`src/rtl/shift_add_mult8_pkg.sv`:
```
// Shared definitions for the shift-and-add multiplier: FSM state encoding
// and the default operand width.
package shift_add_mult8_pkg;

  localparam int DEF_WIDTH = 8;

  typedef enum logic [1:0] {
    S_IDLE = 2'd0,
    S_RUN  = 2'd1,
    S_DONE = 2'd2
  } state_t;

endpackage

```
`src/rtl/shift_add_mult8_bit8_adder.sv`:
```
// Ripple-carry adder: purely combinational, zero latency, no backpressure.
// The multiplier uses it as its only arithmetic element.
module bit8_adder #(
  parameter int WIDTH = 8
) (
  input  logic [WIDTH-1:0] a,
  input  logic [WIDTH-1:0] b,
  input  logic             cin,
  output logic [WIDTH-1:0] sum,
  output logic             cout
);

  logic carry;

  always_comb begin
    carry = cin;
    sum   = '0;
    for (int i = 0; i < WIDTH; i++) begin
      sum[i] = a[i] ^ b[i] ^ carry;
      carry  = (a[i] & b[i]) | (carry & (a[i] ^ b[i]));
    end
    cout = carry;
  end

endmodule

```
`src/rtl/shift_add_mult8.sv`:
```
// Sequential unsigned WIDTHxWIDTH shift-and-add multiplier, one add per clock.
// Latency WIDTH+1 edges start-to-done; start is ignored while busy (not queued).
module shift_add_mult8
  import shift_add_mult8_pkg::*;
#(
  parameter int WIDTH = DEF_WIDTH,
  parameter int CNT_W = 4
) (
  input  logic               clk,
  input  logic               rst_n,
  input  logic               start,
  input  logic [WIDTH-1:0]   a,
  input  logic [WIDTH-1:0]   b,
  output logic               busy,
  output logic               done,
  output logic [2*WIDTH-1:0] product
);

  localparam logic [CNT_W-1:0] LAST_CNT = CNT_W'(WIDTH - 1);

  state_t             state, state_nxt;
  logic [WIDTH-1:0]   mcand;
  logic [WIDTH-1:0]   acc_hi;
  logic [WIDTH-1:0]   acc_lo;
  logic [CNT_W-1:0]   cnt;

  logic [WIDTH-1:0]   addend;
  logic [WIDTH-1:0]   add_sum;
  logic               add_cout;
  logic [2*WIDTH-1:0] shifted;

  assign addend = acc_lo[0] ? mcand : '0;

  bit8_adder #(
    .WIDTH (WIDTH)
  ) u_adder (
    .a    (acc_hi),
    .b    (addend),
    .cin  (1'b0),
    .sum  (add_sum),
    .cout (add_cout)
  );

  // Carry rides into the top bit of the shifted accumulator so it is never lost.
  assign shifted = {add_cout, add_sum, acc_lo[WIDTH-1:1]};

  always_comb begin
    state_nxt = state;
    case (state)
      S_IDLE:  if (start) state_nxt = S_RUN;
      S_RUN:   if (cnt == LAST_CNT) state_nxt = S_DONE;
      S_DONE:  state_nxt = S_IDLE;
      default: state_nxt = S_IDLE;
    endcase
  end

  always_ff @(posedge clk or negedge rst_n) begin
    if (!rst_n) begin
      state   <= S_IDLE;
      mcand   <= '0;
      acc_hi  <= '0;
      acc_lo  <= '0;
      cnt     <= '0;
      product <= '0;
    end else begin
      state <= state_nxt;
      case (state)
        S_IDLE: begin
          if (start) begin
            mcand  <= a;
            acc_lo <= b;
            acc_hi <= '0;
            cnt    <= '0;
          end
        end
        S_RUN: begin
          {acc_hi, acc_lo} <= shifted;
          cnt              <= cnt + CNT_W'(1);
          if (cnt == LAST_CNT) product <= shifted;
        end
        default: ;
      endcase
    end
  end

  assign busy = (state != S_IDLE);
  assign done = (state == S_DONE);

endmodule

```
`config.mk`:
```
export PLATFORM = sky130hd
export DESIGN_NAME = shift_add_mult8
export DESIGN_NICKNAME = d
export VERILOG_FILES = /design/src/rtl/shift_add_mult8_pkg.sv /design/src/rtl/shift_add_mult8_bit8_adder.sv /design/src/rtl/shift_add_mult8.sv
export SDC_FILE = /design/constraint.sdc
export NUM_CORES = 1
export LEC_CHECK = 0
export ABC_CLOCK_PERIOD_IN_PS = 3000
export CAP_MARGIN = 20
export CORE_ASPECT_RATIO = 0.6
export CORE_MARGIN = 2
export CORE_UTILIZATION = 40
export DETAILED_ROUTE_END_ITERATION = 6
export PLACE_DENSITY = 0.68
export REMOVE_ABC_BUFFERS = 1
export SKIP_LAST_GASP = 1
export SYNTH_ARGS = -nofsm -noshare
export SYNTH_HDL_FRONTEND = slang
export SYNTH_SLANG_ARGS = --single-unit
```
`constraint.sdc`:
```
create_clock -name clk -period 3 [get_ports clk]
set_input_delay 0.75 -clock clk [delete_from_list [all_inputs] [get_ports clk]]
set_output_delay 0.75 -clock clk [all_outputs]
set_load 0.05 [all_outputs]
```
==> impl_results.md <==
* Run status: complete, but fails checks
* Failing checks: negative setup slack
* Post-synth EDFFs at 0
* Most frequent CP cell: fa_2
* Synth-to-Final Area Change at 26.4%
* Num rows at 20
* Final setup violation count at 5
* Register-to-Register Path Depth at 15
* Clk_lat worst skew at 0.30 ns
* Worst R2R Setup Slack at -0.16 ns
* Area fraction in and, or, nand and nor cells after synthesis at 16.4%
* Crit path kind: flip-flop to flip-flop
* CP peak stage delay at 0.42 ns
* CORE AREA at 5080 um^2
* Critical Path AT at 3.38 ns
* Critical Path Start: mcand[0]
* Root buffer cell: clkbuf_8
* Synth top area share at 54.6%
* Initial antenna violation count at 0
* GRT Residual Overflow at 0
* Sw Ratio at 43.0%
* Syn Area/Cell at 11.0 um^2
* Vias at 1417
* Layout cell share with drive strength beyond 1 at 19.0%
* Crit path buffers/inverters at 5
* Final slew viol count at 0
* Worst setup SP type: flip-flop
* Pleak at 1.18 nW
* Global-route wire length before repair at 6.91 mm
* Fmax at 317 MHz
* Area used by multi-input combinational logic at 853 um^2
* Largest family of logic cells by synthesized area: simple AND/OR/NAND/NOR gates
* Clock power frac at 14.5%
* GRT met1 Usage at 23.0%
* Relative slew slack at 58.6%
* DPL Wire Length at 2.77 mm
* Die area at 5880 um^2
* Int Power at 1.82 mW
* Largest net degree at the start of global routing at 26
* Worst Tran Pin Value at 0.622 ns
* Ports at 37
* Initial core utilization at 41.5%
* Total stage count of the critical path at 15
* PD cells at 1200 nW/um^2
* DRT antenna net count at 0
* Largest area contributor in the netlist: dfrtp_1
* CP required at 3.22 ns
* Post-synthesis sequential element count at 46
* Sequential element share of the synthesized area at 54.6%
* Residual DRC at 0
* Port Buf Inserts at 36
* Synth Area in XOR/XNOR at 0.416%
* Iteration-0 DRC Markers at 64
* Register share of total power at 34.6%
* Synth Area in Adders at 7.84%
* H-tree depth at 2
* Clk slew on worst S/H paths at 0.09 ns
* TritonCTS Buffers at 5
* Worst Slack Setup Final at -0.156 ns
* Synth area leaders: dfrtp_1 (55%), fa_1 (6.7%), nand2_1 (6.6%)
* Wirelength per Cell at 14.0 um
* Ys async rst share at 100%
* Compound-Gate Fraction of Synth Area at 4.87%
* Final Cycle Share at 105%
* GRT Util Overall at 15.3%
* Nature of the critical path endpoint: flip-flop
* Clock sink count at 46
* Net Sw Power at 1.38 mW
* FF-to-FF Start: mcand[0]
* Number of fill cells at 474
* Logic pwr share at 50.9%
* Routed WL at 4.16 mm
* Met3 Use GR at 4.09%
* Final min period at 3.16 ns
* Clock tree buffer depth at 2
* RSZ-0062 raised after global routing: yes
* N_diodes at 0
* Setup TNS at -0.366 ns
* Mux share of post-synthesis cell area at 9.92%
* Chip Width at 97.7 um
* Net total in the final layout at 258
* RePlAce Congestion at 0.736
* Global route hottest layer: met1
* Max_cap viols at 0
* Hold buffer count at cts at 0
* Met2 GRT Util at 21.3%
* Max FO, Critical Path at 2
* CTS tree: built
* Distinct cells, synth at 30
* FF-to-FF End: product[14]
* Ys flop type: dfrtp_1
* Die Ht at 60.2 um
* Layout Utilization at 52.4%
* Sequential Area at 1150 um^2
* CP top delay family: adder cells
* Endpoints failing hold at 0
* Peak VDD IR at 495 uV
* Post-synthesis cell count at 191
* Type of the tightest min-delay check: primary input to asynchronous set/reset pin
* Vias in the first global route at 1392
* Critical Path End: product[14]
* Ys Warns at 0
* Clock Skews at 0.00621 ns
* Placed cell area at 2530 um^2
* Slowest stage cell on the critical path: fa_1
* Final Cell Area at 2660 um^2
* Mapped Area at 2110 um^2
* Avg Vias per Cell at 4.77
* First-pass detailed-route iteration total at 4
* CP cell instances: and2_1 > ha_2 > inv_2 > fa_2 > inv_2 > fa_2 > inv_2 > fa_2 > fa_2 > inv_2 > fa_2 > fa_2 > inv_2 > fa_1 > mux2i_1
[synth_stat cells, drive strengths merged (2+ instances only)]
cell,count
and2,4
buf,6
clkbuf,6
dfrtp,46
fa,7
ha,2
inv,14
mux2,11
mux2i,7
nand2,37
nand3,7
nor2,9
nor3,9
nor3b,2
o21ai,6
o22ai,8
o31ai,2
[what timing repair did]
item,in CTS,in global routing
buffers inserted,0,1
pin swaps,1,1
gates resized for setup,14,0
setup endpoints to repair,5,6
[layout make-up]
cell class              count  area share [%]
clock inverters             3            1.50
flip-flops and latches     46            43.2
well taps                  66            3.10
clock buffers               5            2.58
repair buffers             44            15.6
inverters                  14            1.97
multi-input cells         119            32.0
[power groups by stage]
stage	combinational [mW]	clock (mW)	sequential [mW]
6_report	1.63	0.464	1.11
4_1_cts	1.64	0.472	1.11
3_3_place_gp	1.57	0	1.11
3_5_place_dp	1.60	0	1.11
5_1_grt	1.78	0.501	1.15
2_1_floorplan	0.764	0	1.43
[metal layers]
layer	wire, um	vias to the layer above
li1	-	699
met1	2240	682
met2	1700	30
met3	193	6
met4	37	0
met5	0	-
[worst reg2reg max path: cells and delay by family, from the launching register on]
family                     cells  cell delay (ns)
DFF                            1             0.38
and+or+nand+nor                1             0.16
buffers and inverters          5             0.25
adders and majority gates      8             2.16
muxes                          1             0.16
[metrics by stage]
step	worst slack (ns)	power (mW)	instances	hold WS [ns]
3_5_place_dp	-0.261	2.71	288	0.458
3_3_place_gp	-0.195	2.68	288	0.453
6_report	-0.156	3.20	297	0.420
2_1_floorplan	-0.182	2.19	179	0.438
5_1_grt	-0.293	3.43	297	0.458
4_1_cts	-0.177	3.22	296	0.440
[cell usage in the layout, fill, tap and decap left out, types with 2 or more instances in the layout]
| cell type | synthesis | layout |
|---|---|---|
| and2_1 | 4 | 4 |
| buf_4 | 0 | 8 |
| clkbuf_8 | 0 | 5 |
| clkdlybuf4s50_1 | 0 | 35 |
| clkinv_2 | 0 | 2 |
| dfrtp_1 | 46 | 46 |
| fa_2 | 0 | 6 |
| inv_1 | 14 | 9 |
| inv_2 | 0 | 5 |
| mux2_2 | 7 | 7 |
| mux2_4 | 4 | 4 |
| mux2i_1 | 7 | 7 |
| nand2_1 | 37 | 37 |
| nand3_1 | 7 | 7 |
| nor2_1 | 9 | 9 |
| nor3_1 | 8 | 8 |
| o21ai_0 | 6 | 4 |
| o21ai_1 | 0 | 2 |
| o22ai_1 | 8 | 8 |
| o31ai_1 | 2 | 2 |
[worst min-delay path by stage]
| stage | start | slack [ns] | cells after the start | end |
|---|---|---|---|---|
| after global placement | mcand[0] | 0.45 | 2 | mcand[0] |
| final | rst_n | 0.42 | 1 | mcand[3] |
| after detailed placement | mcand[5] | 0.46 | 2 | mcand[5] |
| after floorplan | mcand[0] | 0.44 | 2 | mcand[0] |
| after CTS | rst_n | 0.44 | 1 | mcand[4] |
| after global routing | rst_n | 0.46 | 1 | acc_lo[5] |
[state kept, by name (all words and copies together) (netlist names)]
signal   cells
product     16
acc_hi       8
acc_lo       8
mcand        8
cnt          4
state        2
[logic make-up after synthesis]
family,count (synthesis)
buffers and inverters,26
multiplexers,18
AO/OA/AOI/OAI,17
XOR/XNOR,1
AND/OR/NAND/NOR,74
adder cells (fa/ha/maj),9
flip-flops,46
No activity file was read; power rests on OpenSTA's default activity.
